$ cat src/rtl/remote_comm.sv
// Full-duplex UART link to the robot: sends a 16-bit command as two back-to-back 8N1 bytes
// (high byte first) and receives single response bytes.
module remote_comm #(
  parameter int unsigned BAUD_DIV = 5208
) (
  input  logic        clk,
  input  logic        rst_n,
  input  logic [15:0] cmd,
  input  logic        snd_cmd,
  output logic        cmd_snt,
  output logic        TX,
  input  logic        RX,
  output logic [7:0]  resp,
  output logic        resp_rdy,
  input  logic        clr_resp_rdy
);

  localparam logic [15:0] BaudLast = 16'(BAUD_DIV - 1);
  localparam logic [15:0] BaudMid  = 16'(BAUD_DIV / 2 - 1);

  // ---------------------------------------------------------------- transmit
  typedef enum logic [1:0] {TxIdle, TxHigh, TxLow} tx_state_e;

  tx_state_e   tx_state_q, tx_state_d;
  logic [15:0] tx_hold_q, tx_hold_d;
  logic [15:0] tx_baud_q, tx_baud_d;
  logic [3:0]  tx_bit_q, tx_bit_d;
  logic        cmd_snt_q, cmd_snt_d;
  logic [9:0]  tx_frame;

  always_ff @(posedge clk) begin
    if (!rst_n) begin
      tx_state_q <= TxIdle;
      tx_hold_q  <= '0;
      tx_baud_q  <= '0;
      tx_bit_q   <= '0;
      cmd_snt_q  <= 1'b0;
    end else begin
      tx_state_q <= tx_state_d;
      tx_hold_q  <= tx_hold_d;
      tx_baud_q  <= tx_baud_d;
      tx_bit_q   <= tx_bit_d;
      cmd_snt_q  <= cmd_snt_d;
    end
  end

  always_comb begin
    tx_state_d = tx_state_q;
    tx_hold_d  = tx_hold_q;
    tx_baud_d  = tx_baud_q;
    tx_bit_d   = tx_bit_q;
    cmd_snt_d  = 1'b0;
    unique case (tx_state_q)
      TxIdle: begin
        // A strobe coinciding with the completion pulse is dropped.
        if (snd_cmd && !cmd_snt_q) begin
          tx_hold_d  = cmd;
          tx_state_d = TxHigh;
          tx_baud_d  = '0;
          tx_bit_d   = '0;
        end
      end
      TxHigh, TxLow: begin
        if (tx_baud_q == BaudLast) begin
          tx_baud_d = '0;
          if (tx_bit_q == 4'd9) begin
            tx_bit_d = '0;
            if (tx_state_q == TxHigh) begin
              tx_state_d = TxLow;
            end else begin
              tx_state_d = TxIdle;
              cmd_snt_d  = 1'b1;
            end
          end else begin
            tx_bit_d = tx_bit_q + 4'd1;
          end
        end else begin
          tx_baud_d = tx_baud_q + 16'd1;
        end
      end
      default: tx_state_d = TxIdle;
    endcase
  end

  // Frame bit 0 is the start bit, bits 1..8 data LSB first, bit 9 the stop bit.
  assign tx_frame = {1'b1, (tx_state_q == TxHigh) ? tx_hold_q[15:8] : tx_hold_q[7:0], 1'b0};
  assign TX       = (tx_state_q == TxIdle) ? 1'b1 : tx_frame[tx_bit_q];
  assign cmd_snt  = cmd_snt_q;

  // ----------------------------------------------------------------- receive
  typedef enum logic [1:0] {RxIdle, RxStart, RxData, RxStop} rx_state_e;

  rx_state_e   rx_state_q, rx_state_d;
  logic        rx_meta_q, rx_sync_q, rx_prev_q;
  logic [15:0] rx_baud_q, rx_baud_d;
  logic [2:0]  rx_bit_q, rx_bit_d;
  logic [7:0]  rx_shift_q, rx_shift_d;
  logic [7:0]  resp_q, resp_d;
  logic        resp_rdy_q, resp_rdy_d;
  logic        rx_start, rx_set;

  always_ff @(posedge clk) begin
    if (!rst_n) begin
      rx_meta_q  <= 1'b1;
      rx_sync_q  <= 1'b1;
      rx_prev_q  <= 1'b1;
      rx_state_q <= RxIdle;
      rx_baud_q  <= '0;
      rx_bit_q   <= '0;
      rx_shift_q <= '0;
      resp_q     <= '0;
      resp_rdy_q <= 1'b0;
    end else begin
      rx_meta_q  <= RX;
      rx_sync_q  <= rx_meta_q;
      rx_prev_q  <= rx_sync_q;
      rx_state_q <= rx_state_d;
      rx_baud_q  <= rx_baud_d;
      rx_bit_q   <= rx_bit_d;
      rx_shift_q <= rx_shift_d;
      resp_q     <= resp_d;
      resp_rdy_q <= resp_rdy_d;
    end
  end

  assign rx_start = (rx_state_q == RxIdle) && rx_prev_q && !rx_sync_q;

  always_comb begin
    rx_state_d = rx_state_q;
    rx_baud_d  = rx_baud_q;
    rx_bit_d   = rx_bit_q;
    rx_shift_d = rx_shift_q;
    resp_d     = resp_q;
    rx_set     = 1'b0;
    unique case (rx_state_q)
      RxIdle: begin
        if (rx_start) begin
          rx_state_d = RxStart;
          rx_baud_d  = '0;
        end
      end
      RxStart: begin
        // Start bit must still be low at its mid-point, otherwise it was a glitch.
        if (rx_baud_q == BaudMid) begin
          rx_baud_d  = '0;
          rx_bit_d   = '0;
          rx_state_d = rx_sync_q ? RxIdle : RxData;
        end else begin
          rx_baud_d = rx_baud_q + 16'd1;
        end
      end
      RxData: begin
        if (rx_baud_q == BaudLast) begin
          rx_baud_d  = '0;
          rx_shift_d = {rx_sync_q, rx_shift_q[7:1]};
          if (rx_bit_q == 3'd7) begin
            rx_state_d = RxStop;
          end else begin
            rx_bit_d = rx_bit_q + 3'd1;
          end
        end else begin
          rx_baud_d = rx_baud_q + 16'd1;
        end
      end
      RxStop: begin
        if (rx_baud_q == BaudLast) begin
          rx_baud_d  = '0;
          rx_state_d = RxIdle;
          if (rx_sync_q) begin
            resp_d = rx_shift_q;
            rx_set = 1'b1;
          end
        end else begin
          rx_baud_d = rx_baud_q + 16'd1;
        end
      end
      default: rx_state_d = RxIdle;
    endcase
  end

  // Setting takes priority over any clear in the same cycle.
  always_comb begin
    resp_rdy_d = resp_rdy_q;
    if (clr_resp_rdy || rx_start) begin
      resp_rdy_d = 1'b0;
    end
    if (rx_set) begin
      resp_rdy_d = 1'b1;
    end
  end

  assign resp     = resp_q;
  assign resp_rdy = resp_rdy_q;

endmodule

$ cat config.mk
export PLATFORM = sky130hd
export DESIGN_NAME = remote_comm
export DESIGN_NICKNAME = d
export VERILOG_FILES = /design/src/rtl/remote_comm.sv
export SDC_FILE = /design/constraint.sdc
export NUM_CORES = 1
export LEC_CHECK = 0
export ABC_AREA = 1
export ABC_CLOCK_PERIOD_IN_PS = 2170
export BUFFER_PORTS_ARGS = -buffer_cell sky130_fd_sc_hd__buf_2
export CORE_ASPECT_RATIO = 0.8
export CORE_MARGIN = 5
export CORE_UTILIZATION = 60
export DETAILED_ROUTE_END_ITERATION = 10
export GPL_TIMING_DRIVEN = 1
export PLACE_DENSITY = 0.8
export SETUP_SLACK_MARGIN = 0.2
export SYNTH_ARGS = -nofsm -noshare
export SYNTH_HDL_FRONTEND = slang
export SYNTH_SLANG_ARGS = --single-unit
$ cat constraint.sdc
create_clock -name clk -period 2.17 [get_ports clk]
set_input_delay 0.651 -clock clk [delete_from_list [all_inputs] [get_ports clk]]
set_output_delay 0.651 -clock clk [all_outputs]
set_load 0.05 [all_outputs]
# Word level (Yosys, flattened, before mapping)
# Cells that the tools add are included.
# totals
regBits,80
input_bits,21
wordCells,97
# op_classes
n_addsub,4
magnitude_cmp,1
n_eq_ne,19
muxes,37
n_reduce_logical,22
# op_table
op,count
$mux W16,5
$pmux W16 S3,1
$add A16 B1 Y16 const B,2
$eq A16 B13 Y1 const B,2
$pmux W16 S2,1
$mux W2,10
$ne A2 B2 Y1 const B,9
$eq A16 B12 Y1 const B,1
$mux W4,3
$mux W3,3
$reduce_and A3 Y1,3
$mux W1,8
$mux W8,1
$pmux W2 S4,1
$pmux W4 S2,1
$reduce_and A4 Y1,2
$eq A2 B2 Y1 const B,3
$pmux W3 S2,1
$reduce_and A2 Y1,3
$reduce_bool A2 Y1,3
$lt A4 B5 Y1 const B,1
$reduce_and A5 Y1,1
$add A4 B1 Y4 const B,1
$bmux W1 S4,1
other kinds (10),16

# Logic depth before layout (Yosys ltp)
# logic_depth
word_depth,6
ltp_mapped,13

# Least setup slack after synthesis
# Ideal clock, no wire load.
# synth_path
path_kind,register -> output
from,register tx_state_q[1]
to,output port TX
t_arrival_ps,1617
required_time_ps,1519
path_slack_ps,-98
path_stages_with_launch,12
cell_sequence,dfxtp_1 inv_1 ha_1 clkbuf_1 inv_2 a21oi_1 o21ai_0 nand2_1 nand3_1 nand2_1 nand2_1 nand3_1
# synth_via
elab_chain_len,5
word_cells_on_any_way,6
# synth_lines
item,line_no,source
start: declaration,24,"tx_state_e tx_state_q, tx_state_d;"
start signal: assignment,33,tx_state_q <= TxIdle;
start signal: assignment,39,tx_state_q <= tx_state_d;
$eq A2 B1 Y1,86,"assign tx_frame = {1'b1, (tx_state_q == TxHigh) ? tx_hold_q[15:8] : tx_hold_q[7:0], 1'b0};"
$mux W8,86,
$bmux W1 S4,87,assign TX = (tx_state_q == TxIdle) ? 1'b1 : tx_frame[tx_bit_q];
$mux W1 (implied by the code),87,
$mux W1 (*),87,
end: declaration,11,"output logic TX,"
# Every way passes the cells marked *; elsewhere a longest branch is shown, timed or not. The select of a mux whose other input is x is not followed.

# Worst setup path after layout
# Ends and elaborated chain as after synthesis.

==> results.txt <==
----------------------------------------------------
[Run status]
  Outcome ... finished with violations
  Violations in the final reports ... setup timing

[Yosys]
  Net count of the mapped netlist ... 610
  Yosys cell types ... 30
  Synthesized area divided by synthesized cell count ... 6.831 sq um
  Netlist area before placement ... 3969 sq um
  Post-synth EDFFs ... 0
  Sequential fraction of the synthesis area ... 40.35%
  Count of state elements after synthesis ... 80
  Asr flop ratio synth ... 0%
  Cell count after synthesis ... 581
  Prevailing post-synth register cell ... dfxtp_1
  Synthesis Warnings ... 0

[Timing]
  Final critical-path setup slack ... -221.3 ps
  Setup repair after global routing missed its margin ... yes
  Final Setup Violations ... 1
  Actual slew at the worst max-slew pin ... 557.5 ps
  Hold Vio Cnt, Final ... 0
  Share of the cycle needed by the critical path after routing ... 110.2%
  Final Critical Period ... 2391 ps
  Setup TNS ... -221.3 ps
  Clock skew after layout ... 9.776 ps
  Highest achievable clock rate ... 418.2 MHz
  Final Max Tran Viols ... 0
  Worst slew slack as a fraction of its limit ... 62.55%

[Clock network]
  H-tree lvl count ... 3
  Hold buffers post-CTS ... 0
  CTS clock-pin slew for the worst setup and hold paths ... 80 ps
  Clk Tree Root Cell ... clkbuf_8
  TritonCTS clock tree ... yes
  CTS Buf Count ... 9
  TritonCTS sink count ... 80
  Worst-Skew Late Latency ... 350 ps
  Number of buffers between clock root and the deepest sink ... 2

[Setup path]
  Crit Path Max Fanout ... 6
  Class of the most critical setup path ... register to primary output
  Startpoint class of the critical path ... register
  Worst Setup End Kind ... primary output
  Crit path max-delay cell type ... dfxtp_2
  Worst path arrival time ... 1740 ps
  Data required time of the critical path ... 1520 ps
  Reg-to-reg setup timing slack ... 60 ps
  Buffering stage count on the worst path with inverters included ... 3
  CP cell instances ... inv_2 -> ha_4 -> buf_6 -> a21oi_2 -> o21ai_1 -> nand3_1 -> nand4_1 -> nand3_4 -> buf_8
  Crit-path leading delay family ... flip-flops
  Maximum cell stage delay along the critical path ... 340 ps

[Global route]
  First-pass GRT wire length ... 14900 um
  All-Layer GR Usage ... 21.91%
  Largest net degree at the start of global routing ... 32
  Initial antenna violation count ... 0
  Number of global-route vias before repair ... 3448
  Remaining Overflow, GRT ... 0

[Layout]
  Proportion of layout cells with a drive suffix above 1 ... 22.14%
  Net count, final ... 662
  Area growth syn-to-layout ... 23.71%
  Utilization of the core after routing ... 76.61%
  Diodes inserted ... 0

[Flow run]
  Max-cap violation count ... 0

[Route]
  Final antenna-violating net count ... 0
  Average routed wire per standard cell ... 13.09 um
  Detailed Routing Iterations Pass 1 ... 6
  Detailed Route Iter0 Violations ... 219
  Detailed-route wire length ... 9435 um
  Via-to-Cell Ratio ... 5.347
  Vias after detailed routing ... 3855
  Number of remaining DRC errors ... 0

[Die]
  Die area ... 8351 sq um
  Standard cell core area ... 6409 sq um
  Die boundary height ... 82.75 um
  Cell row count ... 26
  Die Width ... 100.9 um
  Initial standard-cell utilization of the core ... 61.93%
  I/O Pins ... 32

[Power]
  PwrDens ... 994.5 nW/um^2
  Sw Pwr ... 1.805 mW
  Sequential group share of total power ... 34.5%
  Maximum resistive drop on vdd ... 0.4936 mV
  Internal power consumption ... 3.078 mW
  Relative contribution of the clock network to total power ... 22.9%
  LEAKAGE ... 2.029 nW
  Sw Share ... 36.96%
  Combinational share of power ... 42.7%

[Place]
  IO buf count ... 31
  Estimated wirelength of the detail-placed design ... 6204 um
  Placer's final routability congestion estimate ... 0.9050

[Min path]
  HP Class ... register to register

----------------------------------------------------
[cells in the mapped netlist, types with 5 or more instances]
cell type | instances | area share (%)
nand2_1 | 131 | 12
dfxtp_1 | 80 | 40
inv_1 | 72 | 6.8
a21oi_1 | 62 | 7.8
nor2_1 | 58 | 5.5
nand3_1 | 40 | 5.0
o21ai_0 | 39 | 4.9
nor3_1 | 14 | 1.8
xor2_1 | 12 | 2.6
nand4_1 | 11 | 1.7
clkbuf_1 | 9 | 0.85
ha_1 | 8 | 2.5
buf_2 | 5 | 0.63
nand2_2 | 5 | 0.79
nand3b_1 | 5 | 0.95
[stage by stage]
stage               power (mW)  area [sq um]  setup slack (ps)  cells  hold WS (ps)
detailed placement       3.036          4275            -120.2    695         406.1
CTS                      4.361          4563            -212.5    714         425.6
global placement         2.988          4275            -31.36    695         397.6
finish                   4.883          4910            -221.3    721         420.6
global route             5.164          4910            -287.0    721         457.7
floorplan                2.669          3988             209.2    581         392.5
[worst paths after layout]
check | startpoint | endpoint | depth (start not counted)
worst max register to register | tx_state_q[1] | tx_baud_q[6] | 13
worst min-delay path | rx_meta_q | rx_sync_q | 1
worst max-delay path | tx_state_q[1] | TX | 9
worst min register to register | rx_meta_q | rx_sync_q | 1
[placed cells by master (no fill, tap or decap), types with 5 or more instances in the layout]
master | netlist | layout
nand2_1 | 131 | 123
dfxtp_1 | 80 | 78
inv_1 | 72 | 69
a21oi_1 | 62 | 53
nor2_1 | 58 | 47
nand3_1 | 40 | 38
buf_2 | 5 | 30
o21ai_0 | 39 | 28
buf_4 | 2 | 17
nand4_1 | 11 | 11
xor2_1 | 12 | 11
clkbuf_8 | 0 | 11
o21ai_1 | 1 | 10
a21oi_2 | 0 | 9
buf_6 | 2 | 9
nor3_1 | 14 | 8
nor2_2 | 4 | 8
nand2_2 | 5 | 7
nor2_4 | 0 | 7
nand3b_1 | 5 | 5
ha_1 | 8 | 5
[power groups by stage]
stage	sequential, mW	clock (mW)	combinational [mW]
6_report	1.68	1.12	2.08
5_1_grt	1.70	1.19	2.28
4_1_cts	1.68	1.13	1.55
3_5_place_dp	1.70	0	1.33
3_3_place_gp	1.70	0	1.29
2_1_floorplan	1.69	0	0.982
[layout make-up]
cell class	instances	area, sq um
repair buffers	59	424.2
fillers	455	1499
multi-input cells	405	2276
clock buffers	13	158.9
flip-flops and latches	80	1604
clock inverters	2	38.79
inverters	78	302.8
well taps	84	105.1
[logic make-up (layout without fill, tap and decap cells)]
family / after synthesis / count (layout) / share of synthesized area [%]
adders and majority gates: 8 / 8 / 2.522
buffers and inverters: 96 / 152 / 9.804
DFF: 80 / 80 / 40.35
xor gates and xnor gates: 13 / 13 / 2.869
AOI/OAI and AO/OA: 106 / 106 / 13.65
and+or+nand+nor: 278 / 278 / 30.80
[state kept, by name, summed over array words and instances (netlist names), named ones only]
| signal | cells |
|---|---|
| cmd_snt | 1 |
| resp | 8 |
| resp_rdy | 1 |
| rx_baud_q | 16 |
| rx_bit_q | 3 |
| rx_meta_q | 1 |
| rx_prev_q | 1 |
| rx_shift_q | 8 |
| rx_state_q | 1 |
| rx_sync_q | 1 |
| tx_baud_q | 16 |
| tx_bit_q | 4 |
| tx_hold_q | 16 |
| tx_state_q | 2 |
[repair_timing]
item,in CTS,in global routing
buffers inserted,4,7
gates cloned,0,0
resized for setup,22,79
endpoints found under the setup margin,17,48
pin swaps,5,22
[layer usage]
| metal | GRT usage (%) | wire length, um | vias up | part of all wire, % |
|---|---|---|---|---|
| li1 | - | - | 1974 | - |
| met1 | 28.41 | 4287 | 1767 | 45 |
| met2 | 36.47 | 4565 | 104 | 48 |
| met3 | 6.129 | 511 | 10 | 5.4 |
| met4 | 5.312 | 70 | 0 | 0.74 |
| met5 | 0 | 0 | - | 0 |
(Power assumes the default switching activity.)
